### config.mk
export PLATFORM = sky130hd
export DESIGN_NAME = sandbox_command_sequencer_flat
export DESIGN_NICKNAME = d
export VERILOG_FILES = /design/src/rtl/sandbox_command_sequencer_if.sv /design/src/rtl/sandbox_command_sequencer.sv /design/src/flat_wrapper.sv
export SDC_FILE = /design/constraint.sdc
export NUM_CORES = 1
export LEC_CHECK = 0
export CAP_MARGIN = 15
export CORE_UTILIZATION = 45
export DETAILED_ROUTE_END_ITERATION = 8
export GPL_TIMING_DRIVEN = 1
export PLACE_DENSITY = 0.76
export SYNTH_ARGS = -nofsm -noshare
export SYNTH_HDL_FRONTEND = slang
export SYNTH_SLANG_ARGS = --single-unit
### constraint.sdc
create_clock -name masterClock -period 3.8 [get_ports masterClock]
set_input_delay 0.57 -clock masterClock [delete_from_list [all_inputs] [get_ports masterClock]]
set_output_delay 0.57 -clock masterClock [all_outputs]
set_load 0.005 [all_outputs]
### src/rtl/sandbox_command_sequencer_if.sv
`default_nettype none
// +---------------------------------------------------------------------+
// | sandbox_command_sequencer_if: UART frame and DUT handshake bundle   |
// | Revision: 1.0                                                       |
// +---------------------------------------------------------------------+
interface sandbox_command_sequencer_if;
  logic        dataReceived;
  logic [47:0] inputData;
  logic        clearDR;
  logic        transmitting;
  logic        transmit;
  logic [47:0] outputData;
  logic        dutStart;
  logic        dutAbort;
  logic [7:0]  dutOpcode;
  logic [31:0] dutArgument;
  logic        dutDone;
  logic        dutError;
  logic [31:0] dutResult;
  logic        busy;
  logic        txFault;

  modport master (
    input  dataReceived, inputData, transmitting, dutDone, dutError, dutResult,
    output clearDR, transmit, outputData, dutStart, dutAbort, dutOpcode,
           dutArgument, busy, txFault
  );

  modport slave (
    output dataReceived, inputData, transmitting, dutDone, dutError, dutResult,
    input  clearDR, transmit, outputData, dutStart, dutAbort, dutOpcode,
           dutArgument, busy, txFault
  );
endinterface
`default_nettype wire

### src/rtl/sandbox_command_sequencer.sv
`default_nettype none
// +---------------------------------------------------------------------+
// | sandbox_command_sequencer: UART command frame -> DUT -> response    |
// | Revision: 1.0                                                       |
// +---------------------------------------------------------------------+
module sandbox_command_sequencer #(
  parameter int unsigned TIMEOUT_CYCLES = 12000000,
  parameter int unsigned TX_WAIT_CYCLES = 64,
  parameter logic [7:0]  MAX_OPCODE     = 8'h0F
) (
  input wire                          masterClock,
  input wire                          reset,
  sandbox_command_sequencer_if.master bus
);

  localparam int TO_W = $clog2(TIMEOUT_CYCLES) + 1;
  localparam int TX_W = $clog2(TX_WAIT_CYCLES) + 1;
  localparam logic [TO_W-1:0] c_to_last = TO_W'(TIMEOUT_CYCLES - 1);
  localparam logic [TX_W-1:0] c_tx_last = TX_W'(TX_WAIT_CYCLES);
  localparam logic [7:0] c_st_ok      = 8'h00;
  localparam logic [7:0] c_st_dut_err = 8'h01;
  localparam logic [7:0] c_st_illegal = 8'h02;
  localparam logic [7:0] c_st_timeout = 8'h03;

  typedef enum logic [2:0] {
    S_IDLE     = 3'd0,
    S_CLEAR    = 3'd1,
    S_DECODE   = 3'd2,
    S_DISPATCH = 3'd3,
    S_WAIT_DUT = 3'd4,
    S_LOAD     = 3'd5,
    S_TX_START = 3'd6,
    S_TX_WAIT  = 3'd7
  } state_t;

  state_t          r_state,    w_state;
  logic            r_clear,    w_clear;
  logic            r_transmit, w_transmit;
  logic [47:0]     r_out_data, w_out_data;
  logic            r_start,    w_start;
  logic            r_abort,    w_abort;
  logic [7:0]      r_opcode,   w_opcode;
  logic [7:0]      r_tag,      w_tag;
  logic [31:0]     r_arg,      w_arg;
  logic [7:0]      r_status,   w_status;
  logic [31:0]     r_result,   w_result;
  logic            r_busy,     w_busy;
  logic            r_tx_fault, w_tx_fault;
  logic [TO_W-1:0] r_to_cnt,   w_to_cnt;
  logic [TX_W-1:0] r_tx_cnt,   w_tx_cnt;
  logic [TO_W-1:0] w_to_inc;
  logic [TX_W-1:0] w_tx_inc;

  assign w_to_inc = r_to_cnt + TO_W'(1);
  assign w_tx_inc = r_tx_cnt + TX_W'(1);

  // Next values of every registered output are computed here, so all outputs leave flops.
  always_comb begin
    w_state    = r_state;
    w_clear    = r_clear;
    w_transmit = r_transmit;
    w_out_data = r_out_data;
    w_start    = 1'b0;
    w_abort    = 1'b0;
    w_opcode   = r_opcode;
    w_tag      = r_tag;
    w_arg      = r_arg;
    w_status   = r_status;
    w_result   = r_result;
    w_tx_fault = r_tx_fault;
    w_to_cnt   = r_to_cnt;
    w_tx_cnt   = r_tx_cnt;
    case (r_state)
      S_IDLE: begin
        if (bus.dataReceived) begin
          w_opcode = bus.inputData[47:40];
          w_tag    = bus.inputData[39:32];
          w_arg    = bus.inputData[31:0];
          w_clear  = 1'b1;
          w_state  = S_CLEAR;
        end
      end
      S_CLEAR: begin
        if (!bus.dataReceived) begin
          w_clear = 1'b0;
          w_state = S_DECODE;
        end
      end
      S_DECODE: begin
        if (r_opcode == 8'h00) begin
          w_status = c_st_ok;
          w_result = r_arg;
          w_state  = S_LOAD;
        end else if (r_opcode > MAX_OPCODE) begin
          w_status = c_st_illegal;
          w_result = 32'h0;
          w_state  = S_LOAD;
        end else begin
          w_start  = 1'b1;
          w_to_cnt = '0;
          w_state  = S_DISPATCH;
        end
      end
      S_DISPATCH: w_state = S_WAIT_DUT;
      S_WAIT_DUT: begin
        // A completion seen on the timeout cycle takes priority over the abort.
        if (bus.dutDone) begin
          w_result = bus.dutResult;
          w_status = bus.dutError ? c_st_dut_err : c_st_ok;
          w_state  = S_LOAD;
        end else if (w_to_inc == c_to_last) begin
          w_abort  = 1'b1;
          w_status = c_st_timeout;
          w_result = 32'h0;
          w_state  = S_LOAD;
        end else begin
          w_to_cnt = w_to_inc;
        end
      end
      S_LOAD: begin
        w_out_data = {r_status, r_tag, r_result};
        w_transmit = 1'b1;
        w_tx_cnt   = '0;
        w_state    = S_TX_START;
      end
      S_TX_START: begin
        if (bus.transmitting) begin
          w_transmit = 1'b0;
          w_state    = S_TX_WAIT;
        end else if (w_tx_inc == c_tx_last) begin
          w_transmit = 1'b0;
          w_tx_fault = 1'b1;
          w_state    = S_IDLE;
        end else begin
          w_tx_cnt = w_tx_inc;
        end
      end
      S_TX_WAIT: begin
        if (!bus.transmitting) w_state = S_IDLE;
      end
      default: w_state = S_IDLE;
    endcase
    w_busy = (w_state != S_IDLE);
  end

  always_ff @(posedge masterClock or negedge reset) begin
    if (!reset) begin
      r_state    <= S_IDLE;
      r_clear    <= 1'b0;
      r_transmit <= 1'b0;
      r_out_data <= 48'h0;
      r_start    <= 1'b0;
      r_abort    <= 1'b0;
      r_opcode   <= 8'h0;
      r_tag      <= 8'h0;
      r_arg      <= 32'h0;
      r_status   <= 8'h0;
      r_result   <= 32'h0;
      r_busy     <= 1'b0;
      r_tx_fault <= 1'b0;
      r_to_cnt   <= '0;
      r_tx_cnt   <= '0;
    end else begin
      r_state    <= w_state;
      r_clear    <= w_clear;
      r_transmit <= w_transmit;
      r_out_data <= w_out_data;
      r_start    <= w_start;
      r_abort    <= w_abort;
      r_opcode   <= w_opcode;
      r_tag      <= w_tag;
      r_arg      <= w_arg;
      r_status   <= w_status;
      r_result   <= w_result;
      r_busy     <= w_busy;
      r_tx_fault <= w_tx_fault;
      r_to_cnt   <= w_to_cnt;
      r_tx_cnt   <= w_tx_cnt;
    end
  end

  assign bus.clearDR     = r_clear;
  assign bus.transmit    = r_transmit;
  assign bus.outputData  = r_out_data;
  assign bus.dutStart    = r_start;
  assign bus.dutAbort    = r_abort;
  assign bus.dutOpcode   = r_opcode;
  assign bus.dutArgument = r_arg;
  assign bus.busy        = r_busy;
  assign bus.txFault     = r_tx_fault;

endmodule
`default_nettype wire

### src/flat_wrapper.sv
// flat-port wrapper written by rule: the top's interface ports become plain ports
module sandbox_command_sequencer_flat 
#(
  parameter int unsigned TIMEOUT_CYCLES = 12000000,
  parameter int unsigned TX_WAIT_CYCLES = 64,
  parameter logic [7:0]  MAX_OPCODE     = 8'h0F
)
  (masterClock, reset, bus_dataReceived, bus_inputData, bus_transmitting, bus_dutDone, bus_dutError, bus_dutResult, bus_clearDR, bus_transmit, bus_outputData, bus_dutStart, bus_dutAbort, bus_dutOpcode, bus_dutArgument, bus_busy, bus_txFault);
  sandbox_command_sequencer_if bus_i ();
  input wire masterClock;
  input wire reset;
  input wire logic [$bits(bus_i.dataReceived)-1:0] bus_dataReceived;
  input wire logic [$bits(bus_i.inputData)-1:0] bus_inputData;
  input wire logic [$bits(bus_i.transmitting)-1:0] bus_transmitting;
  input wire logic [$bits(bus_i.dutDone)-1:0] bus_dutDone;
  input wire logic [$bits(bus_i.dutError)-1:0] bus_dutError;
  input wire logic [$bits(bus_i.dutResult)-1:0] bus_dutResult;
  output wire logic [$bits(bus_i.clearDR)-1:0] bus_clearDR;
  output wire logic [$bits(bus_i.transmit)-1:0] bus_transmit;
  output wire logic [$bits(bus_i.outputData)-1:0] bus_outputData;
  output wire logic [$bits(bus_i.dutStart)-1:0] bus_dutStart;
  output wire logic [$bits(bus_i.dutAbort)-1:0] bus_dutAbort;
  output wire logic [$bits(bus_i.dutOpcode)-1:0] bus_dutOpcode;
  output wire logic [$bits(bus_i.dutArgument)-1:0] bus_dutArgument;
  output wire logic [$bits(bus_i.busy)-1:0] bus_busy;
  output wire logic [$bits(bus_i.txFault)-1:0] bus_txFault;
  assign bus_i.dataReceived = bus_dataReceived;
  assign bus_i.inputData = bus_inputData;
  assign bus_i.transmitting = bus_transmitting;
  assign bus_i.dutDone = bus_dutDone;
  assign bus_i.dutError = bus_dutError;
  assign bus_i.dutResult = bus_dutResult;
  assign bus_clearDR = bus_i.clearDR;
  assign bus_transmit = bus_i.transmit;
  assign bus_outputData = bus_i.outputData;
  assign bus_dutStart = bus_i.dutStart;
  assign bus_dutAbort = bus_i.dutAbort;
  assign bus_dutOpcode = bus_i.dutOpcode;
  assign bus_dutArgument = bus_i.dutArgument;
  assign bus_busy = bus_i.busy;
  assign bus_txFault = bus_i.txFault;
  sandbox_command_sequencer #(.TIMEOUT_CYCLES(TIMEOUT_CYCLES), .TX_WAIT_CYCLES(TX_WAIT_CYCLES), .MAX_OPCODE(MAX_OPCODE)) u_core (.masterClock(masterClock), .reset(reset), .bus(bus_i));
endmodule
* After elaboration in Yosys (flattened, before gate mapping) *
Cells that the tools add are included.

word-level totals
  output and inout bits = 94
  flip-flop bits (word level) = 177

operators by class
  magnitude comparators = 1
  bitwise gates (word level) = 1
  add/subtract/negate cells = 2
  reduce and logical (&&, ||, !) cells = 13
  mux-type cells = 41
  equality and inequality tests = 20

operators by type and width
  cell                                                   number
  2-to-1 mux 32 bit                                      4
  2-to-1 mux 25 bit                                      4
  one-hot mux 32 bit (2 select lines)                    1
  one-hot mux 25 bit (2 select lines)                    1
  2-to-1 mux 8 bit                                       4
  2-to-1 mux 3 bit                                       9
  adder 25 x 1 -> 25 bit, second input constant          1
  equality test 25 x 24 -> 1 bit, second input constant  1
  one-hot mux 3 bit (8 select lines)                     1
  inequality test 2 bit, second input constant           8
  one-hot mux 8 bit (2 select lines)                     1
  2-to-1 mux 7 bit                                       2
  one-hot mux 7 bit (2 select lines)                     1
  equality test 3 bit, second input constant             4
  AND reduction 3 bit                                    4
  2-to-1 mux 1 bit                                       11
  > comparator 8 x 4 -> 1 bit, second input constant     1
  zero test 8 bit                                        1
  adder 7 x 1 -> 7 bit, second input constant            1
  equality test 7 bit, second input constant             1
  equality test 3 x 2 -> 1 bit, second input constant    2
  inequality test 3 x 2 -> 1 bit, second input constant  2
  nonzero test 2 bit                                     3
  AND reduction 5 bit                                    1
  other kinds (7)                                        9

* Depth between registers and ports, before layout *
  depth in word-level cells = 6
  gate-level depth with buffers = 12
  depth with buffers taken out = 9

* Worst setup path after synthesis *
Ideal clock, no wire load.

  kind = reg-to-reg
  from = reg u_core.r_to_cnt[0]
  to = reg u_core.r_to_cnt[10]
  library setup time = 0.126 ns
  required time = 3.674 ns
  stages on the path, launching flop included = 10
  data arrival time = 2.807 ns
  path buffers = 1
  slack = 0.867 ns
  cell sequence = dfrtp_1 ha_1 nand3_2 or4_4 or3_4 a2111oi_4 a21oi_2 buf_6 and3_1 a221o_1

on the way
  word-level cells in the longest chain between the ends = 4

ends and longest elaborated chain
  item                                                                                                line                              text
  start, declared                                                                                     sandbox_command_sequencer.sv:49   logic [TO_W-1:0] r_to_cnt, w_to_cnt;
  start signal, assigned                                                                              sandbox_command_sequencer.sv:177  r_to_cnt <= w_to_cnt;
  adder 25 x 1 -> 25 bit *                                                                            sandbox_command_sequencer.sv:54   assign w_to_inc = r_to_cnt + TO_W'(1);
  equality test 25 x 24 -> 1 bit / 2-to-1 mux 25 bit (equally long branches)                          sandbox_command_sequencer.sv:111  end else if (w_to_inc == c_to_last) begin
  inequality test 2 bit (no source line) / 2-to-1 mux 25 bit (equally long branches)                  --
  AND reduction 5 bit (no source line) / one-hot mux 25 bit (2 select lines) (equally long branches)  --

Mark *: on every way between the ends. The rest lies on a longest branch, timed or not. The select of a mux whose other input is x is not followed.
A chain may end at the register's enable or synchronous reset.

* Worst setup path in the final report *
Ends and elaborated chain as after synthesis.

==> impl_metrics.ini <==
[run_status]
outcome = complete, no violations

[routing]
dr.pass1.iters = 4
top_layer_used = met4
routedWlPerCell_um = 17.9
ant_nets = 0
via_per_inst = 5.50
vias = 5519
routed_wirelength_um = 18000
drt_iter0_markers = 263
wl_met3_um = 1380
wirelength_met1_um = 7400
wl_met2_um = 9020
drc = 0

[synthesis]
synth_edf_count = 0
yosysWarnings = 0
synth_top_area_share_pct = 53.9
synth_area_leaders = dfrtp_1, mux2_2, mux2_1
synth_area_um2 = 7660
syn_avg_cell_area_um2 = 12.7
ys_types = 67
synth.largest_area_cell = dfrtp_1
synth.most_common_cell = dfrtp_1
ys_seq_area_share_pct = 53.9
syn_inst = 603
synthArstFlopShare_pct = 100
synth_commonest_cells = dfrtp_1, mux2_2, a22o_1
ys_ff_latch = 165
ys.flop_type = dfrtp_1

[floorplanning]
die-area_um2 = 17500
die_h_um = 132
core_um2 = 16600
std_cell_rows = 47
fp.dieW_um = 132
ios = 180
initial_core_util_pct = 46.2

[flow_run]
drv_cap = 0

[sta]
setup_viol = 0
skew_ns = 0.00613
finalMaxSlewViolations = 0
fmax_mhz = 293
fin_crit_sh_pct = 89.7
min_period_ns = 3.41
slew_headroom_pct = 54.3
final-hold-violation-count = 0
rsz0062_at_grt = no
setup_tns_ns = 0
worst_pin_slew_ns = 0.686

[global_routing]
first_global_vias = 5924
track_usage_pct = 21.6
grt_first_pass_wirelength_um = 29800
grt-ovfl-total = 0
antenna_found_initial = 0
grt_max_degree = 77

[setup_path]
crit_path_start_kind = register
path_cells = ha_1, nand3_2, or4_4, or3_4, a2111oi_4, a21oi_2, buf_4, and3_1, a221o_1
cp_num_buf_inv = 1
critPathMaxStageDelay_ns = 0.60
rr_endpoint = u_core.r_to_cnt[10]
r2r_setup_slack_ns = 0.39
arrival_ns = 3.71
cp_slowest_cell = or4_4
cp.required_ns = 4.10
path_class = reg2reg
cp_top_family = simple AND/OR/NAND/NOR gates
crit_path_max_fanout = 15
reg2reg_from = u_core.r_to_cnt[0]
rr_worst_depth = 9
worstSetupEndpointType = register

[cts]
htree_levels = 4
cts_buffer_depth = 2
root_buffer = clkbuf_16
cts_made_buffers = 17
clkSlewWorstSetupHoldPaths_ns = 0.06
cts_sinks = 165
cts_setup_buffers = 0
ctsResizeCount = 0
hold_buffers = 0
cts_tree = done
clk_latency_ns = 0.41

[power_and_ir_drop]
peakVddDrop_v = 0.000426
p_int_uw = 5090
p_clk_share_pct = 23.5
p_seq_share_pct = 40.7
pwr-share-comb_pct = 35.9
switching_share_pct = 30.1
power_leakage_uw = 0.00445
p_sw_uw = 2190
p_per_area_nw_per_um2 = 716

[cells_and_area]
drive_gt1_share_pct = 20.5
utilization_pct = 61.3
final_cells = 1004
fin_nets = 860
syn_to_final_growth_pct = 32.7
antenna_cells = 0

[place]
portBuffers = 173
gp_congestion = 0.883
dp_hpwl_um = 12600
dpl.cell_count = 972

[hold_path]
min_path_type = in2async
## layout make-up
cell class	count	area (um^2)
Sequential cell	165	4130
Clock buffer	21	470
Clock inverter	11	121
Inverter	7	26.3
Fill cell	1292	6420
Multi-Input combinational cell	395	3300
Tap cell	220	275
Timing Repair Buffer	185	1840
## cell families after synthesis
group,Yosys count,synth area share (%)
compound gates,107,11.4
flops,165,53.9
xor+xnor,11,1.26
other cells,1,0.0490
simple gates,141,10.8
mux,127,18.6
buf+inv,48,3.42
fa+ha+maj,3,0.490
## per-layer routing
layer,global-route usage [%],vias up
li1,-,2565
met1,25.6,2770
met2,37.1,170
met3,7.36,14
met4,6.07,0
met5,0,-
## worst max-delay path by stage
stage / cells past startpoint / slack [ns] / startpoint / to
2_1_floorplan: 9 / 0.87 / u_core.r_to_cnt[0] / u_core.r_to_cnt[10]
3_3_place_gp: 9 / 0.60 / u_core.r_to_cnt[0] / u_core.r_to_cnt[11]
3_5_place_dp: 9 / 0.42 / u_core.r_to_cnt[0] / u_core.r_to_cnt[10]
4_1_cts: 9 / 0.42 / u_core.r_to_cnt[0] / u_core.r_to_cnt[10]
5_1_grt: 10 / 0.20 / u_core.r_to_cnt[0] / u_core.r_result[19]
6_report: 9 / 0.39 / u_core.r_to_cnt[0] / u_core.r_to_cnt[10]
## metrics by stage
step	instance area [um^2]	setup WS [ns]	total power [uW]	hold WS (ns)
after CTS	10200	0.418	7350	0.194
after floorplan	7680	0.867	4240	0.274
after global placement	9570	0.598	5470	0.444
after global routing	10200	0.204	7700	0.215
after detailed placement	9570	0.421	5600	0.448
final	10200	0.392	7280	0.157
## placed cells by master, fill, tap and decap left out, types with 6 or more instances in the layout
master,count
nor4_1,7
inv_1,7
nor2b_1,6
dfrtp_1,165
o21ai_0,17
a22o_1,38
mux2_2,95
nand4_1,8
xnor2_1,9
clkbuf_16,17
nor2_1,17
mux2_1,30
a21oi_1,7
nand3_1,12
nand2_1,25
clkdlybuf4s50_1,172
buf_4,11
nor3_1,7
nand2b_1,7
and3_1,15
conb_1,6
a221o_1,8
## state kept, by name, summed over array words and instances, names as in the netlist
register and flops:
u_core.bus.dutAbort 1, u_core.bus.transmit 1, u_core.r_tx_cnt 7, u_core.r_tag 8, u_core.r_result 32, u_core.bus.busy 1
u_core.bus.dutStart 1, u_core.bus.clearDR 1, u_core.bus.dutArgument 32, u_core.bus.dutOpcode 8, u_core.bus.outputData 42, u_core.bus.txFault 1
u_core.r_to_cnt 25, u_core.r_state 3, u_core.r_status 2
## power groups by stage
stage / Combinational (uW) / Clock (uW) / Sequential, uW
6_report: 2610 / 1710 / 2960
5_1_grt: 2820 / 1820 / 3060
4_1_cts: 2640 / 1750 / 2960
3_5_place_dp: 2620 / 0 / 2990
3_3_place_gp: 2550 / 0 / 2920
2_1_floorplan: 1370 / 0 / 2870
No activity file was read; power rests on OpenSTA's default activity.
